<file path="src/rtl/avalon_mm_pkg.sv">
// Shared types and constants for the two-host Avalon-MM arbiter.
package avalon_mm_pkg;

    typedef enum logic [1:0] {
        IDLE    = 2'd0,
        GRANT0  = 2'd1,
        GRANT1  = 2'd2,
        WAIT_RD = 2'd3
    } arb_state_e;

    localparam logic [1:0] RESP_OKAY   = 2'b00;
    localparam logic [1:0] RESP_SLVERR = 2'b10;
    localparam logic [1:0] RESP_DECERR = 2'b11;

endpackage

</file>
<file path="src/rtl/avl_rr_grant2.sv">
// Two-way round-robin chooser; on a tie the host not served last wins.
module avl_rr_grant2 (
    input  logic [1:0] req,
    input  logic       last_grant,
    output logic [1:0] grant
);

    always_comb begin
        grant = req;
        if (&req) begin
            grant = last_grant ? 2'b01 : 2'b10;
        end
    end

endmodule

</file>
<file path="src/rtl/avalon_mm_arbiter.sv">
// Shares one Avalon-MM slave between two hosts, one transaction at a time,
// with a saturating read-wait timeout.
module avalon_mm_arbiter
    import avalon_mm_pkg::*;
#(
    parameter int unsigned ADDR_WIDTH     = 4,
    parameter int unsigned TIMEOUT_CYCLES = 255
) (
    input  logic                  clk,
    input  logic                  rst_n,
    input  logic [ADDR_WIDTH-1:0] m0_addr,
    input  logic                  m0_read,
    input  logic                  m0_write,
    input  logic [31:0]           m0_writedata,
    input  logic [3:0]            m0_byteenable,
    output logic                  m0_waitrequest,
    output logic [31:0]           m0_readdata,
    output logic                  m0_readdatavalid,
    output logic [1:0]            m0_response,
    input  logic [ADDR_WIDTH-1:0] m1_addr,
    input  logic                  m1_read,
    input  logic                  m1_write,
    input  logic [31:0]           m1_writedata,
    input  logic [3:0]            m1_byteenable,
    output logic                  m1_waitrequest,
    output logic [31:0]           m1_readdata,
    output logic                  m1_readdatavalid,
    output logic [1:0]            m1_response,
    output logic [ADDR_WIDTH-1:0] s_addr,
    output logic                  s_read,
    output logic                  s_write,
    output logic [31:0]           s_writedata,
    output logic [3:0]            s_byteenable,
    input  logic                  s_waitrequest,
    input  logic [31:0]           s_readdata,
    input  logic                  s_readdatavalid,
    input  logic [1:0]            s_response,
    output logic                  sts_timeout
);

    localparam logic [15:0] TO_LAST = 16'(TIMEOUT_CYCLES - 1);

    arb_state_e  state_q, state_d, st;
    logic [15:0] cnt_q, cnt_d;
    logic        last_q, last_d;
    logic        owner_q, owner_d;

    logic [1:0]  req;
    logic [1:0]  grant;
    logic        sel1;
    logic        h_req;
    logic        rd_valid;
    logic [31:0] rd_data;
    logic [1:0]  rd_resp;

    assign req = {m1_read | m1_write, m0_read | m0_write};

    avl_rr_grant2 u_rr (
        .req        (req),
        .last_grant (last_q),
        .grant      (grant)
    );

    always_comb begin
        // While in reset the outputs behave as in IDLE.
        st       = rst_n ? state_q : IDLE;
        sel1     = (st == GRANT1);
        h_req    = sel1 ? req[1] : req[0];
        state_d  = state_q;
        cnt_d    = cnt_q;
        last_d   = last_q;
        owner_d  = owner_q;
        s_addr       = '0;
        s_read       = 1'b0;
        s_write      = 1'b0;
        s_writedata  = '0;
        s_byteenable = '0;
        m0_waitrequest = req[0];
        m1_waitrequest = req[1];
        rd_valid    = 1'b0;
        rd_data     = '0;
        rd_resp     = RESP_OKAY;
        sts_timeout = 1'b0;
        unique case (st)
            IDLE: begin
                if (grant[0]) begin
                    state_d = GRANT0;
                end else if (grant[1]) begin
                    state_d = GRANT1;
                end
            end
            GRANT0, GRANT1: begin
                s_addr       = sel1 ? m1_addr : m0_addr;
                s_read       = sel1 ? m1_read : m0_read;
                // A simultaneous read and write forwards only the read.
                s_write      = sel1 ? (m1_write & ~m1_read)
                                    : (m0_write & ~m0_read);
                s_writedata  = sel1 ? m1_writedata : m0_writedata;
                s_byteenable = sel1 ? m1_byteenable : m0_byteenable;
                if (sel1) begin
                    m1_waitrequest = req[1] & s_waitrequest;
                end else begin
                    m0_waitrequest = req[0] & s_waitrequest;
                end
                if (!h_req) begin
                    state_d = IDLE;
                end else if (!s_waitrequest) begin
                    if (s_read) begin
                        state_d = WAIT_RD;
                        owner_d = sel1;
                        cnt_d   = '0;
                    end else begin
                        state_d = IDLE;
                        last_d  = sel1;
                    end
                end
            end
            WAIT_RD: begin
                if (s_readdatavalid) begin
                    rd_valid = 1'b1;
                    rd_data  = s_readdata;
                    rd_resp  = s_response;
                    state_d  = IDLE;
                    last_d   = owner_q;
                end else if (cnt_q >= TO_LAST) begin
                    rd_valid    = 1'b1;
                    rd_resp     = RESP_SLVERR;
                    sts_timeout = 1'b1;
                    state_d     = IDLE;
                    last_d      = owner_q;
                end else if (cnt_q != 16'hFFFF) begin
                    cnt_d = cnt_q + 16'd1;
                end
            end
        endcase
        m0_readdatavalid = rd_valid & ~owner_q;
        m1_readdatavalid = rd_valid & owner_q;
        m0_readdata = m0_readdatavalid ? rd_data : '0;
        m1_readdata = m1_readdatavalid ? rd_data : '0;
        m0_response = m0_readdatavalid ? rd_resp : RESP_OKAY;
        m1_response = m1_readdatavalid ? rd_resp : RESP_OKAY;
    end

    always_ff @(posedge clk) begin
        if (!rst_n) begin
            state_q <= IDLE;
            cnt_q   <= '0;
            last_q  <= 1'b1;
            owner_q <= 1'b0;
        end else begin
            state_q <= state_d;
            cnt_q   <= cnt_d;
            last_q  <= last_d;
            owner_q <= owner_d;
        end
    end

endmodule

</file>
<file path="config.mk">
export PLATFORM = sky130hd
export DESIGN_NAME = avalon_mm_arbiter
export DESIGN_NICKNAME = d
export VERILOG_FILES = /design/src/rtl/avalon_mm_pkg.sv /design/src/rtl/avl_rr_grant2.sv /design/src/rtl/avalon_mm_arbiter.sv
export SDC_FILE = /design/constraint.sdc
export NUM_CORES = 1
export LEC_CHECK = 0
export ABC_AREA = 1
export CAP_MARGIN = 20
export CORE_UTILIZATION = 29
export DETAILED_ROUTE_END_ITERATION = 7
export DONT_BUFFER_PORTS = 1
export SLEW_MARGIN = 20
export SYNTH_ARGS = -nofsm -noshare
export SYNTH_HDL_FRONTEND = slang
export SYNTH_HIERARCHICAL = 1
export SYNTH_SLANG_ARGS = --single-unit
</file>
<file path="constraint.sdc">
create_clock -name clk -period 2.05 [get_ports clk]
set_clock_uncertainty 0.1 [all_clocks]
set_input_delay 0.41 -clock clk [delete_from_list [all_inputs] [get_ports clk]]
set_output_delay 0.41 -clock clk [all_outputs]
set_load 0.03 [all_outputs]
</file>
# Word level (Yosys, flattened, before mapping)
# Cells that the tools add are included.
# classes
mux	53
n_bitwise	12
reduce_logical	8
n_lt_le_gt_ge	1
n_eq_ne	14
addsub	1
# ops
cell	n
$mux W32	6
$mux W16	6
$pmux W16 S2	1
$mux W2	15
$mux W1	19
$add A16 B1 Y16 const B	1
$ge A16 B8 Y1 const B	1
$mux W4	4
$ne A16 B16 Y1 const B	1
$ne A2 B2 Y1 const B	7
$ne A3 B3 Y1 const B	3
$reduce_and A7 Y1	1
$and A1 B1 Y1	6
$pmux W2 S3	1
$reduce_and A5 Y1	1
$eq A2 B2 Y1 const B	2
$not A1 Y1	4
$reduce_and A4 Y1	1
$reduce_and A3 Y1	1
$eq A2 B1 Y1 const B	1
$logic_not A2 Y1	1
$or A1 B1 Y1	2
$pmux W1 S2	1
$reduce_and A2 Y1	1
2 further kinds	2
# totals
reg_bits	20
input_bits	122
wordCells	93

# Depth between registers and ports, before layout
# Gate-level depths: netlist of the first run.
# logic_depth
ltp_word	7
ltp_mapped	13
depth_no_buf	13

# By module
# Netlist of the first run, hierarchy kept.
# modules_own_cells
module	n_inst	area_per_inst_um2	cells_per_inst	seq_area_each_um2
avalon_mm_arbiter	1	2409.8	481	400.4
avl_rr_grant2	1	21.3	5	0.0

# Least setup slack after synthesis of the first run
# OpenSTA, ideal clock, no wires.
# synth_path
kind	input -> output
from	in rst_n
to	out m1_waitrequest
setup_slack_ps	-416
cell_stages	8
t_required_ps	1540
arrival_time_ps	1956
path_buffers	2
path_cell_list	nand2_1 -> inv_1 -> ha_1 -> buf_2 -> nand2_1 -> clkinv_1 -> clkbuf_1 -> a21oi_1
# synth_via
elab_chain_cells	4
# synth_lines
element	line	rtl
from (decl)	avalon_mm_arbiter.sv:10	input logic rst_n,
$mux W2 (*)	avalon_mm_arbiter.sv:66	st = rst_n ? state_q : IDLE;
$eq A2 B2 Y1 / $eq A2 B1 Y1 (equally long branches)	avalon_mm_arbiter.sv:67, avalon_mm_arbiter.sv:84	
$mux W1 / $reduce_or A2 Y1 (equally long branches)	avalon_mm_arbiter.sv:100, avalon_mm_arbiter.sv:84	
$mux W1 (*)	avalon_mm_arbiter.sv:84	unique case (st)
to (decl)	avalon_mm_arbiter.sv:25	output logic m1_waitrequest,
# Every way passes the cells marked *; elsewhere a longest branch is shown, timed or not.

# Final worst setup path of the first run
# layout_path
from	reg state_q[0]
to	out m0_readdata[31]
# layout_via
elab_chain_cells	5
# layout_lines
element	line	rtl
from (decl)	avalon_mm_arbiter.sv:43	arb_state_e state_q, state_d, st;
from (signal assigned)	avalon_mm_arbiter.sv:151	state_q <= state_d;
$mux W2 (*)	avalon_mm_arbiter.sv:66	
$eq A2 B2 Y1 (*)	avalon_mm_arbiter.sv:84	
$mux W1	avalon_mm_arbiter.sv:84	
$and A1 B1 Y1	avalon_mm_arbiter.sv:136	m0_readdatavalid = rd_valid & ~owner_q;
$mux W32 (*)	avalon_mm_arbiter.sv:138	m0_readdata = m0_readdatavalid ? rd_data : '0;
to (decl)	avalon_mm_arbiter.sv:17	output logic [31:0] m0_readdata,
# Marked as above.

==> reports/metrics.yaml, run 1 <==
timing:
  hold_viol: 0
  layout_setup_ws_ps: -123
  slew_headroom_pct: 65.7
  drv_slew: 0
  setup_violations: 84
  setup_tns_ps: -5020
  tightestPinTransition_ps: 514
  clock.fmax_mhz: 460
  fin_crit_sh_pct: 106
  period_needed_ps: 2170
  rsz0062_at_grt: "yes"
yosys:
  ys.warnings.count: 6
  syn_inst: 486
  syn-num-nets: 614
  synth.mux.area_fraction_pct: 0
  synth_edf_count: 0
  avgSynthCellArea_um2: 5.00
  async_reset_ff_share_pct: 0
  synth_xor_xnor_area_share_pct: 0.360
  synth_top_family_by_area: "simple AND/OR/NAND/NOR gates"
  synth-simple-area-share_pct: 59.5
  synth_area_mm2: 0.00243
  ys_top_cells_by_count: "173 x nand2_1, 89 x nand3_1, 64 x nor2_1"
  synth_adder_area_share_pct: 3.09
  synth_top_flop_cell: "dfxtp_1"
  yosysTopAreaCellShare_pct: 26.7
  synth_cell_type_count: 27
  synth_area_leader_cell: "nand2_1"
  ys_top_cells_by_area: "nand2_1 27%, nand3_1 18%, dfxtp_1 16%"
  synth_seq_cells: 20
  ys_seq_area_share_pct: 16.5
  yosysMostFrequentCell: "nand2_1"
  synth_compound_area_share_pct: 5.40
worst_setup_path:
  critPathSlowestCell: "dfxtp_2"
  crit_arrival_ps: 1660
  cp_slowest_stage_delay_ps: 360
  cp-end-kind: "primary output"
  start_kind: "flip-flop"
  cp_max_fo: 7
  crit_top_cell: "nand2_4"
  crit_chain: "nand2_4 -> inv_4 -> ha_4 -> nand2_4 -> clkinv_8 -> buf_8 -> clkbuf_16 -> nand2_2 -> nor2_1 -> buf_4"
  cp_data_required_time_ps: 1540
  critPathKind: "flip-flop to primary output"
clock_tree:
  clock_latency_ps: 260
  clk_path_buf_depth: 2
  clkTransAtPathRegs_ps: 70
  cts_tree: "done"
  htreeDepth: 1
  postCtsHoldBufs: 0
  cts_made_buffers: 3
  clock_sinks: 20
  root_buffer: "clkbuf_8"
final_layout:
  final_cells: 663
  nets: 687
  drive_gt1_share_pct: 67.9
  num_antenna_cells: 0
  area_delta_synth_final_pct: 122
place:
  dp.cells: 622
  port_buffers: 0
  gp_congestion: 0.850
  post-dp-hpwl_um: 7070
hold_path:
  hp-class: "primary input to flip-flop"
grt:
  busiest_layer: "met2"
  grt_pass1_wl_um: 14500
  globalRouteMet2Util_pct: 41.3
  use_met3_pct: 2.93
  antenna_found_initial: 0
  use_met1_pct: 23.8
  grt_util_all_layers_pct: 21.1
  gr-total-overflow: 0
  grt_pass1_vias: 2948
  grt_max_degree: 43
die:
  initial_core_util_pct: 29.7
  fp.coreArea_mm2: 0.00818
  die-area_mm2: 0.00875
  die_y_um: 93.6
  io_pins: 237
  num_rows: 33
  die_w_um: 93.6
pwr:
  ir_drop_mv: 0.334
  p_comb_share_pct: 62.8
  cellPowerDensity_mw_per_mm2: 361
  p_leak_nw: 2.29
  p_switching_w: 0.000933
  power_frac_clock_pct: 15.3
  switching_share_pct: 47.9
  p_int_w: 0.00101
  p_seq_share_pct: 21.8
route:
  drcViolationCount: 0
  wl_um: 11600
  vias: 3504
  wl_per_cell_um: 17.5
  dr.pass1.iters: 4
  drt-initial-drc-count: 112
  antenna_left: 0
  via_per_inst: 5.29
status:
  failed_checks: "negative setup slack"
  status: "finished, violations left"
run:
  drv_cap: 0
layout by cell type, fill, tap and decap left out, types with 2 or more instances in the layout:
cell,synthesis,routed
nand2_2,4,43
nand2_1,173,64
inv_6,0,16
dfxtp_2,0,6
nor2_4,0,24
buf_12,0,14
nand4_1,4,4
nand3_2,0,26
nor2_2,1,13
o21ai_4,0,2
dfxtp_4,0,2
o21ai_1,0,2
buf_16,0,8
clkbuf_16,0,4
buf_8,0,3
o21ai_0,6,2
ha_4,0,4
inv_1,61,20
nand2_4,1,71
a21oi_1,13,7
nand3_1,89,34
buf_4,0,38
dfxtp_1,20,12
clkbuf_8,0,4
inv_4,0,15
buf_6,1,30
nor2_1,64,28
inv_2,3,12
a21oi_2,2,5
nand3_4,1,31
a21oi_4,0,3
power by group through the flow:
| stage | Combinational [W] | Clock, W | Sequential [W] |
|---|---|---|---|
| 6_report | 0.00122 | 0.000298 | 0.000425 |
| 3_5_place_dp | 0.000916 | 0 | 0.000428 |
| 4_1_cts | 0.00110 | 0.000311 | 0.000424 |
| 2_1_floorplan | 0.000738 | 0 | 0.000424 |
| 3_3_place_gp | 0.000905 | 0 | 0.000428 |
| 5_1_grt | 0.00129 | 0.000328 | 0.000427 |
metrics by stage:
step	util [%]	instance area, um2	worst slack (ps)	power (W)	hold slack (ps)
6_report	66.0	5400	-123	0.00195	136
5_1_grt	66.0	5400	-204	0.00205	138
4_1_cts	54.9	4490	-93.9	0.00183	131
3_5_place_dp	41.8	3420	-48.7	0.00134	329
3_3_place_gp	41.8	3420	-15.0	0.00133	326
2_1_floorplan	-	2880	-24.4	0.00116	317
cells by family after synthesis:
family | Yosys count
AO/OA/AOI/OAI | 23
adder cells (fa/ha/maj) | 6
XOR/XNOR | 1
AND/OR/NAND/NOR | 341
flip-flops | 20
buffers and inverters | 95
area by class of cell:
class,instances,area (um2)
Clock buffer,4,55.1
Fill cell,601,2780
Inverter,65,379
Multi-Input combinational cell,372,3150
Sequential cell,20,415
Tap cell,105,131
Timing Repair Buffer,97,1270
registers in the layout, indices dropped and copies added, names as in the netlist:
signal / flops
cnt_q: 16
last_q: 1
state_q: 2
owner_q: 1
worst max-delay path, delay by kind of cell, from the launching register on:
kind,cells,cell delay (ps)
buf+inv,5,590
flops,1,360
simple gates,4,300
fa+ha+maj,1,150
repair_timing:
action,CTS,global route
resized for setup,189,198
gates cloned,9,5
setup endpoints to repair,115,133
buffers inserted,24,6
endpoints found under the hold margin,0,0
pin swaps,55,61
metal layers:
metal | part of all wire [%] | vias to the layer above
met5 | 0 | -
met4 | 3.3 | 0
met3 | 7.6 | 26
met2 | 54 | 191
met1 | 35 | 1621
li1 | - | 1666
final timing paths:
path	cells after the start	startpoint	to	slack, ps
worst max-delay path	10	state_q[0]	m0_readdata[31]	-120
worst min-delay path	1	rst_n	last_q	140
worst max register to register	14	state_q[1]	cnt_q[2]	90
worst min register to register	2	cnt_q[15]	cnt_q[15]	340
Power figures use the tool's default switching activity.
==> run 2: changes to the inputs <==
GPL_ROUTABILITY_DRIVEN = 0   (was default)
PLACE_DENSITY = 0.54   (was default)
==> run 2 against run 1 <==
Effect of this change: the run still ends with negative setup slack left; utilization down 1.7 points; clock-buffer cell count unchanged; flip-flop and latch count unchanged; clock power up 2%; design area down 2.5%; wire length up 1.7%; first-iteration DRC count up 40%; sequential power up 1%; worst setup slack worse by 40 ps; global-route usage down 0.32 points; die area unchanged; hold slack better by 1.6 ps; critical endpoint is now m0_readdata[1]; largest power group unchanged.
==> reports/metrics.yaml, run 2 (same netlist as run 1, synthesis figures left out) <==
status:
  status: "finished, violations left"
  failed_checks: "negative setup slack"
hold_path:
  min-delay-start: "rst_n"
  hp-class: "primary input to flip-flop"
pwr:
  ir_drop_mv: 0.277  # -17%
  p_leak_nw: 2.42  # +5.7%
  power_frac_clock_pct: 15.8  # +0.5 points
  p_comb_share_pct: 61.8  # -1.0 points
  p_seq_share_pct: 22.4  # +0.6 points
  switching_share_pct: 48.3  # +0.38 points
  p_switching_w: 0.000928  # -0.56%
  finalPower_w: 0.00192  # -1.3%
  cellPowerDensity_mw_per_mm2: 365  # +1.2%
  p_int_w: 0.000993  # -2.1%
clock_tree:
  clock_sinks: 20  # unchanged
  cts_made_buffers: 3  # unchanged
  cts_tree: "done"
  htreeDepth: 1  # unchanged
  root_buffer: "clkbuf_8"
  postCtsHoldBufs: 0  # unchanged
  clock_latency_ps: 260  # about the same
  clk_path_buf_depth: 2  # unchanged
  clkTransAtPathRegs_ps: 80  # about the same
timing:
  setup_violations: 100  # +19%
  layout_setup_ws_ps: -163  # -40.3 ps
  hold_viol: 0  # unchanged
  period_needed_ps: 2210  # +40.3 ps
  clock.fmax_mhz: 452  # -1.8%
  tightestPinTransition_ps: 535  # +21.5 ps
  slew_headroom_pct: 64.3  # -1.4 points
  rsz0062_at_grt: "yes"
  fin_crit_sh_pct: 108  # +2.0 points
  drv_slew: 0  # unchanged
die:
  fp.coreArea_mm2: 0.00818  # unchanged
  io_pins: 237  # unchanged
  initial_core_util_pct: 29.7  # unchanged
  num_rows: 33  # unchanged
  die_y_um: 93.6  # unchanged
  die-area_mm2: 0.00875  # unchanged
  die_w_um: 93.6  # unchanged
route:
  dr.pass1.iters: 4  # unchanged
  via_per_inst: 5.28  # about the same
  wl_per_cell_um: 17.8  # +1.5%
  drcViolationCount: 0  # unchanged
  vias: 3507  # +0.086%
  antenna_left: 0  # unchanged
  wl_um: 11800  # +1.7%
  drt-initial-drc-count: 157  # +40%
final_layout:
  nets: 688  # +0.15%
  area_delta_synth_final_pct: 116
  layout_commonest_cell: "nand2_4"
  largestRegisters: "cnt_q (16), state_q (2)"
  drive_gt1_share_pct: 63.9  # -4.1 points
  final_cell_mix: "79 x nand2_4, 59 x nand2_1, 52 x nand3_1"
  num_antenna_cells: 0  # unchanged
  top_register: "cnt_q"
  finalCoreUtilization_pct: 64.3  # -1.7 points
  fillCellCount: 612  # +1.8%
  largest_register_ffs: 16  # unchanged
worst_setup_path:
  cp_max_fo: 5  # -2
  crit_chain: "nand2_4 -> inv_4 -> ha_4 -> nand2_4 -> inv_4 -> buf_12 -> buf_8 -> buf_16 -> nand2_1 -> nor2_1 -> buf_4"
  cp-end-kind: "primary output"
  critPathKind: "flip-flop to primary output"
  cp_slowest_stage_delay_ps: 360  # about the same
  worstSetupStartpoint: "state_q[0]"
  critPathSlowestCell: "dfxtp_2"
  worstPathBufferInverterCount: 6  # +1
  start_kind: "flip-flop"
  r2r_start: "state_q[1]"
  cp_data_required_time_ps: 1540  # about the same
  path_delay_family: "buffers and inverters"
  crit_arrival_ps: 1700  # +40 ps
place:
  port_buffers: 0  # unchanged
  preCtsSetupSlack_ps: -4.03  # +44.7 ps
  post-dp-hpwl_um: 6790  # -3.9%
grt:
  grt_pass1_wl_um: 14300  # -1.5%
  grt_pass1_vias: 2920  # -0.95%
  use_met1_pct: 23.9  # +0.12 points
  gr-total-overflow: 0  # unchanged
  grt_max_degree: 37  # -14%
  grt_util_all_layers_pct: 20.7  # -0.32 points
  antenna_found_initial: 0  # unchanged
  busiest_layer: "met2"
  use_met3_pct: 2.68  # -0.24 points
  globalRouteMet2Util_pct: 39.8  # -1.5 points
run:
  drv_cap: 0  # unchanged
-- run 2: changes by cell type in the layout (fill, tap and decap cells not counted), moves of 4 or more --
| cell | change |
|---|---|
| nand2_2 | -6 |
| nand2_4 | +8 |
| nand3_4 | -10 |
| nand3_1 | +18 |
| nand3_2 | -8 |
| buf_6 | +5 |
| nor2_2 | -4 |
| inv_4 | -8 |
| inv_6 | -4 |
| inv_2 | +11 |
| nand2_1 | -5 |
-- run 2: per-layer routing --
| metal | vias to the layer above | wire length, um | part of all wire, % |
|---|---|---|---|
| li1 | 1667 | - | - |
| met1 | 1619 | 4330 | 37 |
| met2 | 200 | 6360 | 54 |
| met3 | 21 | 936 | 7.9 |
| met4 | 0 | 174 | 1.5 |
| met5 | - | 0 | 0 |
-- run 2: final timing paths --
check	end	slack [ps]	depth (start not counted)
setup / recovery	m0_readdata[1]	-160	11
hold / removal	last_q	140	1
setup reg to reg	cnt_q[1]	90	13
hold reg to reg	cnt_q[13]	340	2
-- run 2: what timing repair did --
item | in CTS | in global routing
resized for setup | 184 | 172
pin swaps | 51 | 59
cloned | 9 | 7
setup endpoints to repair | 115 | 128
buffers inserted | 15 | 9
hold endpoints to repair | 0 | 0
-- run 2: layout make-up --
cell class | count | area [um2] | share of cell area [%]
Timing Repair Buffer | 98 | 1270 | 24.1
Tap cell | 105 | 131 | 2.50
Inverter | 65 | 329 | 6.26
Sequential cell | 20 | 412 | 7.83
Clock buffer | 4 | 55.1 | 1.05
Multi-Input combinational cell | 372 | 3070 | 58.3
-- run 2: stage by stage --
stage / cells / instance area, um2 / hold slack (ps) / TNS (ps)
6_report: 664 / 5260 / 137 / -6380
5_1_grt: 664 / 5260 / 134 / -13760
4_1_cts: 649 / 4330 / 136 / -6350
3_5_place_dp: 623 / 3410 / 329 / -4.03
3_3_place_gp: 623 / 3410 / 326 / -6.81
2_1_floorplan: 486 / 2880 / 317 / -202
-- run 2: power groups by stage --
stage / Sequential (W) / Clock [W] / Combinational (W)
after floorplan: 0.000424 / 0 / 0.000738
after global placement: 0.000433 / 0 / 0.000902
after detailed placement: 0.000433 / 0 / 0.000912
after CTS: 0.000430 / 0.000307 / 0.000969
after global routing: 0.000433 / 0.000327 / 0.00125
final: 0.000430 / 0.000304 / 0.00119
==> run 3: changes to the inputs <==
CTS_CLUSTER_DIAMETER = 60   (was default)
SYNTH_HIERARCHICAL = default   (was 1)
==> run 3 against run 2 <==
Effect of this change: the run still ends with negative setup slack left; area after synthesis is 0.21% higher; via count is 0.91% higher; worst setup slack better by 17 ps; critical path depth is 3 lower; non-clock buffer count is 4 higher; total power is 17% higher; sequential power is 1% lower; design area is 4.4% higher; combinational power is 19% higher; die area is 0.20% higher; clock power is 29% higher; clock-buffer cell count is 1 lower.
==> reports/metrics.yaml, run 3 <==
die:
  die_y_um: 93.7  # +0.10%
  die_w_um: 93.7  # +0.10%
  initial_core_util_pct: 29.8  # +0.061 points
  num_rows: 33  # unchanged
  fp.coreArea_mm2: 0.00818  # unchanged
  io_pins: 237  # unchanged
  die-area_mm2: 0.00877  # +0.20%
final_layout:
  layout_commonest_cell: "nand2_4"
  area_delta_synth_final_pct: 126
  drive_gt1_share_pct: 61.5  # -2.4 points
  largestRegisters: "cnt_q (16), state_q (2)"
  multi_input_area_mm2: 0.00320  # +4.3%
  fillCellCount: 619  # +1.1%
  nets: 695  # +1.0%
  largest_register_ffs: 16  # unchanged
  regArea_um2: 407  # -1.2%
  top_register: "cnt_q"
  final_cell_mix: "94 x nand2_4, 69 x nand2_1, 57 x nand3_1"
  final_cells: 672  # +1.2%
yosys:
  avgSynthCellArea_um2: 4.98  # -0.41%
  synth_edf_count: 0  # unchanged
  ys_seq_area_share_pct: 16.4  # -0.034 points
  synth_top_flop_cell: "dfxtp_1"
  synth_area_leader_cell: "nand2_1"
  yosysMostFrequentCell: "nand2_1"
  syn-num-nets: 617  # +0.49%
  synth_seq_cells: 20  # unchanged
  ys_top_cells_by_count: "176 x nand2_1, 88 x nand3_1, 69 x nor2_1"
  yosysTopAreaCellShare_pct: 27.1  # +0.41 points
  async_reset_ff_share_pct: 0  # unchanged
  ys_top_cells_by_area: "nand2_1 27%, nand3_1 18%, dfxtp_1 16%"
  synth_area_mm2: 0.00244  # +0.21%
  synth_cell_type_count: 27  # unchanged
  syn_inst: 489  # +0.62%
  ys.warnings.count: 0  # -6
route:
  antenna_left: 0  # unchanged
  vias: 3539  # +0.91%
  dr.pass1.iters: 4  # unchanged
  drcViolationCount: 0  # unchanged
  via_per_inst: 5.27  # -0.29%
  wl_um: 12500  # +5.8%
  drt-initial-drc-count: 113  # -28%
  wl_per_cell_um: 18.6  # +4.6%
timing:
  clock.fmax_mhz: 455  # +0.79%
  setup_violations: 88  # -12%
  rsz0062_at_grt: "yes"
  layout_setup_ws_ps: -146  # +17.3 ps
  hold_viol: 0  # unchanged
  drv_slew: 0  # unchanged
  slew_headroom_pct: 54.2  # -10 points
  period_needed_ps: 2200  # -17.3 ps
  setup_tns_ps: -6120  # +265 ps
  fin_crit_sh_pct: 107  # -0.84 points
  tightestPinTransition_ps: 686  # +151 ps
clock_tree:
  clk_path_buf_depth: 2  # unchanged
  htreeDepth: 1  # unchanged
  clock_sinks: 20  # unchanged
  clock_latency_ps: 260  # about the same
  clkTransAtPathRegs_ps: 70  # about the same
  cts_made_buffers: 3  # unchanged
  postCtsHoldBufs: 0  # unchanged
  root_buffer: "clkbuf_8"
  cts_tree: "done"
pwr:
  p_switching_w: 0.00105  # +13%
  p_comb_share_pct: 63.5  # +1.7 points
  p_int_w: 0.00119  # +20%
  cellPowerDensity_mw_per_mm2: 408  # +12%
  ir_drop_mv: 0.481  # +74%
  switching_share_pct: 46.9  # -1.4 points
  p_leak_nw: 2.49  # +2.7%
  power_frac_clock_pct: 17.6  # +1.8 points
  p_seq_share_pct: 19.0  # -3.4 points
worst_setup_path:
  crit_chain: "nand2_4 -> inv_4 -> ha_4 -> nor2_4 -> buf_6 -> nand3b_1 -> o31ai_4 -> buf_12"
  cp_slowest_stage_delay_ps: 340  # -20 ps
  crit_arrival_ps: 1690  # about the same
  cp_data_required_time_ps: 1540  # about the same
  worstPathBufferInverterCount: 3  # -3
  cp_max_fo: 5  # unchanged
  path_delay_family: "buffers and inverters"
  critPathSlowestCell: "dfxtp_2"
  r2r_cells: 14  # +1
  reg2reg_to: "cnt_q[1]"
  regToRegSetupSlack_ps: 180  # +90 ps
  cp-end-kind: "primary output"
  start_kind: "flip-flop"
  r2r_start: "state_q[1]"
  critPathKind: "flip-flop to primary output"
grt:
  grt_pass1_vias: 2888  # -1.1%
  grt_pass1_wl_um: 14200  # -0.57%
  gr-total-overflow: 0  # unchanged
  antenna_found_initial: 1  # +1
  grt_util_all_layers_pct: 20.8  # +0.034 points
  grt_max_degree: 67  # +81%
status:
  failed_checks: "negative setup slack"
  status: "finished, violations left"
hold_path:
  min_path_cells: 1  # unchanged
  hp-class: "primary input to flip-flop"
  min-delay-start: "rst_n"
  holdPathEnd: "last_q"
place:
  post-dp-hpwl_um: 7470  # +10%
  port_buffers: 0  # unchanged
  dp.cells: 639  # +2.6%
run:
  drv_cap: 0  # unchanged
[run 3: stage by stage]
step / setup WS (ps) / total power [W] / area, um2 / util [%] / hold WS [ps]
3_5_place_dp: -63.9 / 0.00136 / 3320 / 40.6 / 329
4_1_cts: -89.9 / 0.00189 / 4100 / 50.1 / 135
2_1_floorplan: -71.2 / 0.00112 / 2680 / - / 317
6_report: -146 / 0.00224 / 5490 / 67.2 / 142
3_3_place_gp: -8.47 / 0.00134 / 3320 / 40.6 / 326
5_1_grt: -220 / 0.00234 / 5490 / 67.2 / 127
[run 3: power groups by stage]
stage	Sequential [W]	Clock [W]	Combinational, W
5_1_grt	0.000427	0.000420	0.00149
6_report	0.000425	0.000393	0.00142
4_1_cts	0.000423	0.000402	0.00106
2_1_floorplan	0.000423	0	0.000701
3_5_place_dp	0.000425	0	0.000933
3_3_place_gp	0.000425	0	0.000918
[run 3: repair_timing]
item	CTS	global route
cloned	4	11
buffers inserted	10	7
endpoints found under the setup margin	115	118
pin swaps	17	65
resized for setup	145	268
[run 3: cell type report]
cell class                 count  area share (%)
inverter                      62            6.88
clock inverter                 1           0.547
sequential                    20            7.40
multi-input combinational    377            58.2
clock buffer                   3           0.752
tap                          105            2.39
antenna                        1          0.0455
timing repair inverter         1           0.296
timing repair buffer         102            23.5
[run 3: worst max path at each step]
| stage | slack (ps) | from | depth (start not counted) | to |
|---|---|---|---|---|
| finish | -150 | state_q[1] | 8 | s_write |
| global route | -220 | cnt_q[0] | 9 | m1_response[1] |
| CTS | -90 | state_q[1] | 9 | m0_response[1] |
| detailed placement | -60 | rst_n | 9 | m0_response[1] |
| global placement | -8 | rst_n | 7 | s_write |
| floorplan | -70 | rst_n | 8 | m1_response[1] |
[run 3: kinds of logic (layout without fill, tap and decap cells)]
kind of cell	after synthesis	count (layout)	synth area share, %
and+or+nand+nor	345	345	59.6
buffers and inverters	92	169	14.8
AOI/OAI and AO/OA	25	25	5.75
DFF	20	20	16.4
adders and majority gates	6	6	3.08
xor gates and xnor gates	1	1	0.360
other	0	1	0
[run 3: metal layers]
layer / part of all wire [%] / track usage, %
met5: 0 / 0
met4: 4.8 / 5.77
met3: 7.8 / 2.99
met2: 51 / 40.6
met1: 36 / 23.0
